<file path="src/rtl/multiplier_eval_pkg.sv">
// Shared types and helpers for multiplier evaluators: FSM states, golden product, vector count.
// Pure declarations; no latency, no flow control.
package multiplier_eval_pkg;

  typedef enum logic [1:0] {
    IDLE = 2'd0,
    RUN  = 2'd1,
    DONE = 2'd2
  } state_t;

  localparam int W_DEF = 2;
  localparam int NV    = 1 << (2 * W_DEF);

  // Unsigned w x w product, truncated to 2w bits.
  function automatic logic [63:0] golden_mul(input logic [31:0] a, input logic [31:0] b, input int w);
    logic [63:0] mask;
    mask = (64'd1 << (2 * w)) - 64'd1;
    return ({32'd0, a} * {32'd0, b}) & mask;
  endfunction

endpackage

</file>
<file path="src/rtl/mult_golden_ref.sv">
// Combinational W x W unsigned reference product; zero latency, no flow control.
module mult_golden_ref
  import multiplier_eval_pkg::*;
#(
  parameter int W = 2
) (
  input  logic [W-1:0]   a,
  input  logic [W-1:0]   b,
  output logic [2*W-1:0] p
);

  assign p = (2*W)'(golden_mul(32'(a), 32'(b), W));

endmodule

</file>
<file path="src/rtl/multiplier_eval_sequencer.sv">
// Exhaustive sequencer scoring a candidate multiplier: every (A,B) held SETTLE cycles, then compared.
// A full run takes NV*SETTLE cycles; start is ignored while busy, abort returns to IDLE keeping results.
module multiplier_eval_sequencer
  import multiplier_eval_pkg::*;
#(
  parameter int W      = 2,
  parameter int SETTLE = 1
) (
  input  logic           clk,
  input  logic           rst_n,
  input  logic           start,
  input  logic           abort,
  output logic [W-1:0]   cand_a,
  output logic [W-1:0]   cand_b,
  input  logic [2*W-1:0] cand_p,
  output logic           busy,
  output logic           done,
  output logic           pass,
  output logic [2*W:0]   err_cnt,
  output logic           fail_valid,
  output logic [W-1:0]   fail_a,
  output logic [W-1:0]   fail_b,
  output logic [2*W-1:0] fail_p
);

  localparam int VW = 2 * W;
  localparam int SW = (SETTLE < 2) ? 1 : $clog2(SETTLE + 1);
  localparam logic [VW-1:0] VEC_LAST    = {VW{1'b1}};
  localparam logic [SW-1:0] SETTLE_INIT = SW'(SETTLE);

  state_t        state, state_nx;
  logic [VW-1:0] vec, vec_nx;
  logic [SW-1:0] settle_cnt, settle_nx;
  logic [VW:0]   err_nx;
  logic          fail_valid_nx;
  logic [W-1:0]  fail_a_nx, fail_b_nx;
  logic [VW-1:0] fail_p_nx;
  logic [VW-1:0] golden;

  mult_golden_ref #(.W(W)) u_golden (
    .a (cand_a),
    .b (cand_b),
    .p (golden)
  );

  // Operands come straight from the vector register, so they are registered outputs.
  assign cand_a = vec[VW-1:W];
  assign cand_b = vec[W-1:0];
  assign busy   = (state == RUN);
  assign done   = (state == DONE);
  assign pass   = done && (err_cnt == '0);

  always_comb begin
    state_nx      = state;
    vec_nx        = vec;
    settle_nx     = settle_cnt;
    err_nx        = err_cnt;
    fail_valid_nx = fail_valid;
    fail_a_nx     = fail_a;
    fail_b_nx     = fail_b;
    fail_p_nx     = fail_p;
    case (state)
      IDLE, DONE: begin
        if (start) begin
          state_nx      = RUN;
          vec_nx        = '0;
          settle_nx     = SETTLE_INIT;
          err_nx        = '0;
          fail_valid_nx = 1'b0;
          fail_a_nx     = '0;
          fail_b_nx     = '0;
          fail_p_nx     = '0;
        end
      end
      RUN: begin
        if (abort) begin
          state_nx = IDLE;
        end else if (settle_cnt == SW'(1)) begin
          if (cand_p != golden) begin
            err_nx = err_cnt + (VW+1)'(1);
            if (!fail_valid) begin
              fail_valid_nx = 1'b1;
              fail_a_nx     = cand_a;
              fail_b_nx     = cand_b;
              fail_p_nx     = cand_p;
            end
          end
          if (vec == VEC_LAST) begin
            state_nx = DONE;
          end else begin
            vec_nx    = vec + VW'(1);
            settle_nx = SETTLE_INIT;
          end
        end else begin
          settle_nx = settle_cnt - SW'(1);
        end
      end
      default: state_nx = IDLE;
    endcase
  end

  always_ff @(posedge clk) begin
    if (!rst_n) begin
      state      <= IDLE;
      vec        <= '0;
      settle_cnt <= '0;
      err_cnt    <= '0;
      fail_valid <= 1'b0;
      fail_a     <= '0;
      fail_b     <= '0;
      fail_p     <= '0;
    end else begin
      state      <= state_nx;
      vec        <= vec_nx;
      settle_cnt <= settle_nx;
      err_cnt    <= err_nx;
      fail_valid <= fail_valid_nx;
      fail_a     <= fail_a_nx;
      fail_b     <= fail_b_nx;
      fail_p     <= fail_p_nx;
    end
  end

endmodule
</file>
<file path="config.mk">
export PLATFORM = sky130hd
export DESIGN_NAME = multiplier_eval_sequencer
export DESIGN_NICKNAME = d
export VERILOG_FILES = /design/src/rtl/multiplier_eval_pkg.sv /design/src/rtl/mult_golden_ref.sv /design/src/rtl/multiplier_eval_sequencer.sv
export SDC_FILE = /design/constraint.sdc
export NUM_CORES = 1
export LEC_CHECK = 0
export CAP_MARGIN = 0
export CELL_PAD_IN_SITES_DETAIL_PLACEMENT = 1
export CELL_PAD_IN_SITES_GLOBAL_PLACEMENT = 1
export CORE_UTILIZATION = 37
export CTS_CLUSTER_DIAMETER = 40
export DETAILED_ROUTE_END_ITERATION = 7
export PLACE_DENSITY_LB_ADDON = 0.1
export SYNTH_ARGS = -nofsm -noshare
export SYNTH_HDL_FRONTEND = slang
export SYNTH_HIERARCHICAL = 1
export SYNTH_SLANG_ARGS = --single-unit
</file>
<file path="constraint.sdc">
create_clock -name clk -period 5.7 [get_ports clk]
set_clock_uncertainty 0.15 [all_clocks]
set_input_delay 0.57 -clock clk [delete_from_list [all_inputs] [get_ports clk]]
set_output_delay 0.57 -clock clk [all_outputs]
set_load 0.02 [all_outputs]
</file>
==> run_results.csv <==
group,metric,value,unit
run_status,status,"finished, final reports clean",
cells_and_area,diodes,0,
timing,grt_setup_unrepaired,"no",
clock_tree,clk_pin_slew,140,ps
grt,antenna_found_initial,0,
placed_design,dp_cells,175,
timing,period_needed,2470,ps
detailed_routing,drc,0,
grt,grt_pass1_wl,4380,µm
clock_tree,cts_tree,"yes",
die,io_pins,29,
cells_and_area,fin_nets,162,
clock_tree,root_buffer,"clkbuf_4",
pwr,power.leakage,0.544,nW
worst_setup_path,arrival,1750,ps
detailed_routing,post_drt_wl_per_cell,14.2,µm
worst_setup_path,end_kind,"output pin",
yosys,yosysWarningCount,6,
die,die_area,3150,µm²
yosys,synth-compound-area-share,5.66,%
placed_design,port_buffers,28,
yosys,ys.flop_type,"dfxtp_1",
detailed_routing,drtIter0Drc,12,
yosys,synthXorXnorAreaFrac,4.85,%
worst_setup_path,path_max_fanout,4,
cells_and_area,fill_cells,330,
pwr,p_per_area,180,nW/µm²
detailed_routing,antenna_left,0,
pwr,power.total,0.252,mW
timing,period_share,43.4,%
die,chipWidth,56.1,µm
pwr,seqPwrFrac,59.7,%
cells_and_area,layout-drive-gt1-share,5.41,%
die,row_count,19,
timing,setup_viol,0,
min_path,hold_class,"flop to flop",
pwr,worst_ir_drop_vdd,0.109,mV
die,core_area,2760,µm²
pwr,internal_power,0.187,mW
worst_setup_path,crit_required,4980,ps
flow_run,maxCapViolations,0,
cells_and_area,area_delta_synth_final,29.0,%
timing,slew_viol_final,0,
yosys,synthesis.nets,135,
pwr,switching_share,25.7,%
grt,grt_max_degree,31,
pwr,p_comb_share,11.0,%
worst_setup_path,startpoint,"err_cnt[0]$_SDFFE_PN0P_",
timing,fmax,404,MHz
detailed_routing,viasPerCell,5.30,
worst_setup_path,endpoint,"pass",
yosys,syn_avg_cell_area,8.88,µm²
yosys,ys_seq_elements,21,
grt,overflow,0,
yosys,synth-simple-area-share,30.0,%
pwr,clkPwrFrac,29.3,%
worst_setup_path,r2r_start,"vec[2]$_SDFFE_PN0P_",
clock_tree,clockBufferDepth,2,
detailed_routing,dr.pass1.iters,2,
clock_tree,cts_inserted_buffers,3,
yosys,ys_seq_area_share,38.8,%
cells_and_area,utilization,50.7,%
cells_and_area,stdcell_count,179,
placed_design,place.gp.congestion,0.708,
worst_setup_path,r2r_end,"fail_p[2]$_SDFFE_PN0P_",
worst_setup_path,reg2reg_depth,7,
yosys,synthArstFlopShare,0,%
yosys,synth_top_cells_by_count,"dfxtp_1 (21), nand3_1 (18), mux2i_1 (11), nand2_1 (11)",
placed_design,dpl.hpwl,1880,µm
timing,slew_headroom,31.8,%
grt,grtUsageTotal,17.7,%
worst_setup_path,path_class,"flop to output pin",
timing,tightest_slew,1020,ps
yosys,synth_top_area_cell,"dfxtp_1",
timing,hold_viol,0,
clock_tree,clock_sinks,21,
clock_tree,ctsHoldBuffers,0,
die,die_y,56.1,µm
detailed_routing,wl,2540,µm
yosys,syn_area,1080,µm²
yosys,synth_top_family_by_area,"simple AND/OR/NAND/NOR gates",
clock_tree,clk-insertion-delay-late,310,ps
yosys,synthAdderAreaFrac,5.77,%
worst_setup_path,critPathLaunchType,"flop",
detailed_routing,vias,949,
pwr,p_switching,0.0647,mW
yosys,synth_mux_area_share,10.2,%
yosys,yosysUniqueCellTypes,28,
clock_tree,post_cts_buffers,0,
yosys,synth.most_common_cell,"dfxtp_1",
yosys,syn_inst,122,
yosys,synth-edff-count,0,
clock_tree,cts_resized,0,
yosys,synth_area_leaders,"dfxtp_1 (39%), mux2i_1 (10%), nand3_1 (8.3%), ha_1 (5.8%), nand2_1 (3.8%)",
grt,grt_pass1_vias,967,
die,start_util,39.3,%
worst_setup_path,r2r_setup_slack,3320,ps
timing,setup_tns,0,ps
yosys,yosysTopAreaCellShare,38.8,%
timing,hold_ws,332,ps
clock_tree,htree_levels,1,
per-layer routing:
layer | track usage (%) | wire [µm]
met1 | 22.6 | 1170
met2 | 30.6 | 1300
met3 | 2.09 | 57
met4 | 6.27 | 15
met5 | 0 | 0
how the worst min path moves through the flow:
stage,start,end,slack [ps],cells past startpoint
6_report,fail_b[0]$_SDFFE_PN0P_,fail_b[0]$_SDFFE_PN0P_,330,2
5_1_grt,fail_p[0]$_SDFFE_PN0P_,fail_p[0]$_SDFFE_PN0P_,370,2
4_1_cts,fail_b[0]$_SDFFE_PN0P_,fail_b[0]$_SDFFE_PN0P_,340,2
3_5_place_dp,fail_a[0]$_SDFFE_PN0P_,fail_a[0]$_SDFFE_PN0P_,310,2
3_3_place_gp,fail_b[0]$_SDFFE_PN0P_,fail_b[0]$_SDFFE_PN0P_,300,2
2_1_floorplan,settle_cnt$_SDFFE_PN0P_,settle_cnt$_SDFFE_PN0P_,320,1
through the flow:
stage | worst slack, ps | instance area (µm²)
after floorplan | 3600 | 1080
after global placement | 3220 | 1370
after detailed placement | 3110 | 1370
after CTS | 3200 | 1400
after global routing | 3110 | 1400
final | 3230 | 1400
sequential cells by signal, summed over array words and instances (netlist names):
signal / cells
err_cnt: 5
fail_a: 2
fail_b: 2
fail_p: 4
fail_valid: 1
settle_cnt: 1
state: 2
vec: 4
layout make-up:
type / instances / area (µm²) / area share, %
timing repair buffer: 28 / 280 / 20.1
multi-input combinational: 90 / 612 / 43.8
sequential: 21 / 420 / 30.1
tap: 31 / 38.8 / 2.78
inverter: 5 / 18.8 / 1.34
clock buffer: 3 / 22.5 / 1.61
clock inverter: 1 / 5.00 / 0.358
cells by family (layout without fill, tap and decap cells):
logic type | Yosys count | count (layout)
xor gates and xnor gates | 6 | 6
DFF | 21 | 21
muxes | 11 | 11
buffers and inverters | 11 | 37
adders and majority gates | 5 | 5
AOI/OAI and AO/OA | 9 | 9
and+or+nand+nor | 59 | 59
critical path: stages (launching register included):
cell and delay (ps):
dfxtp_1 360, inv_1 100, ha_1 160, nand2b_1 50
nor4_1 150, clkdlybuf4s50_1 650
placed cells by master (no fill, tap or decap), types with 5 or more instances in the layout:
cell              n
nand2_1          11
and2_1            5
and3_1            5
mux2i_1          11
inv_1             5
dfxtp_1          21
nand2b_1          5
clkdlybuf4s50_1  28
nand3_1          18
ha_1              5
power by group through the flow:
stage / logic (mW) / clock network [mW] / registers (mW)
final: 0.0277 / 0.0739 / 0.150
after global routing: 0.0302 / 0.0835 / 0.151
after CTS: 0.0279 / 0.0769 / 0.151
after detailed placement: 0.0278 / 0 / 0.154
after global placement: 0.0267 / 0 / 0.154
after floorplan: 0.0156 / 0 / 0.154
No activity file was read; power rests on OpenSTA's default activity.
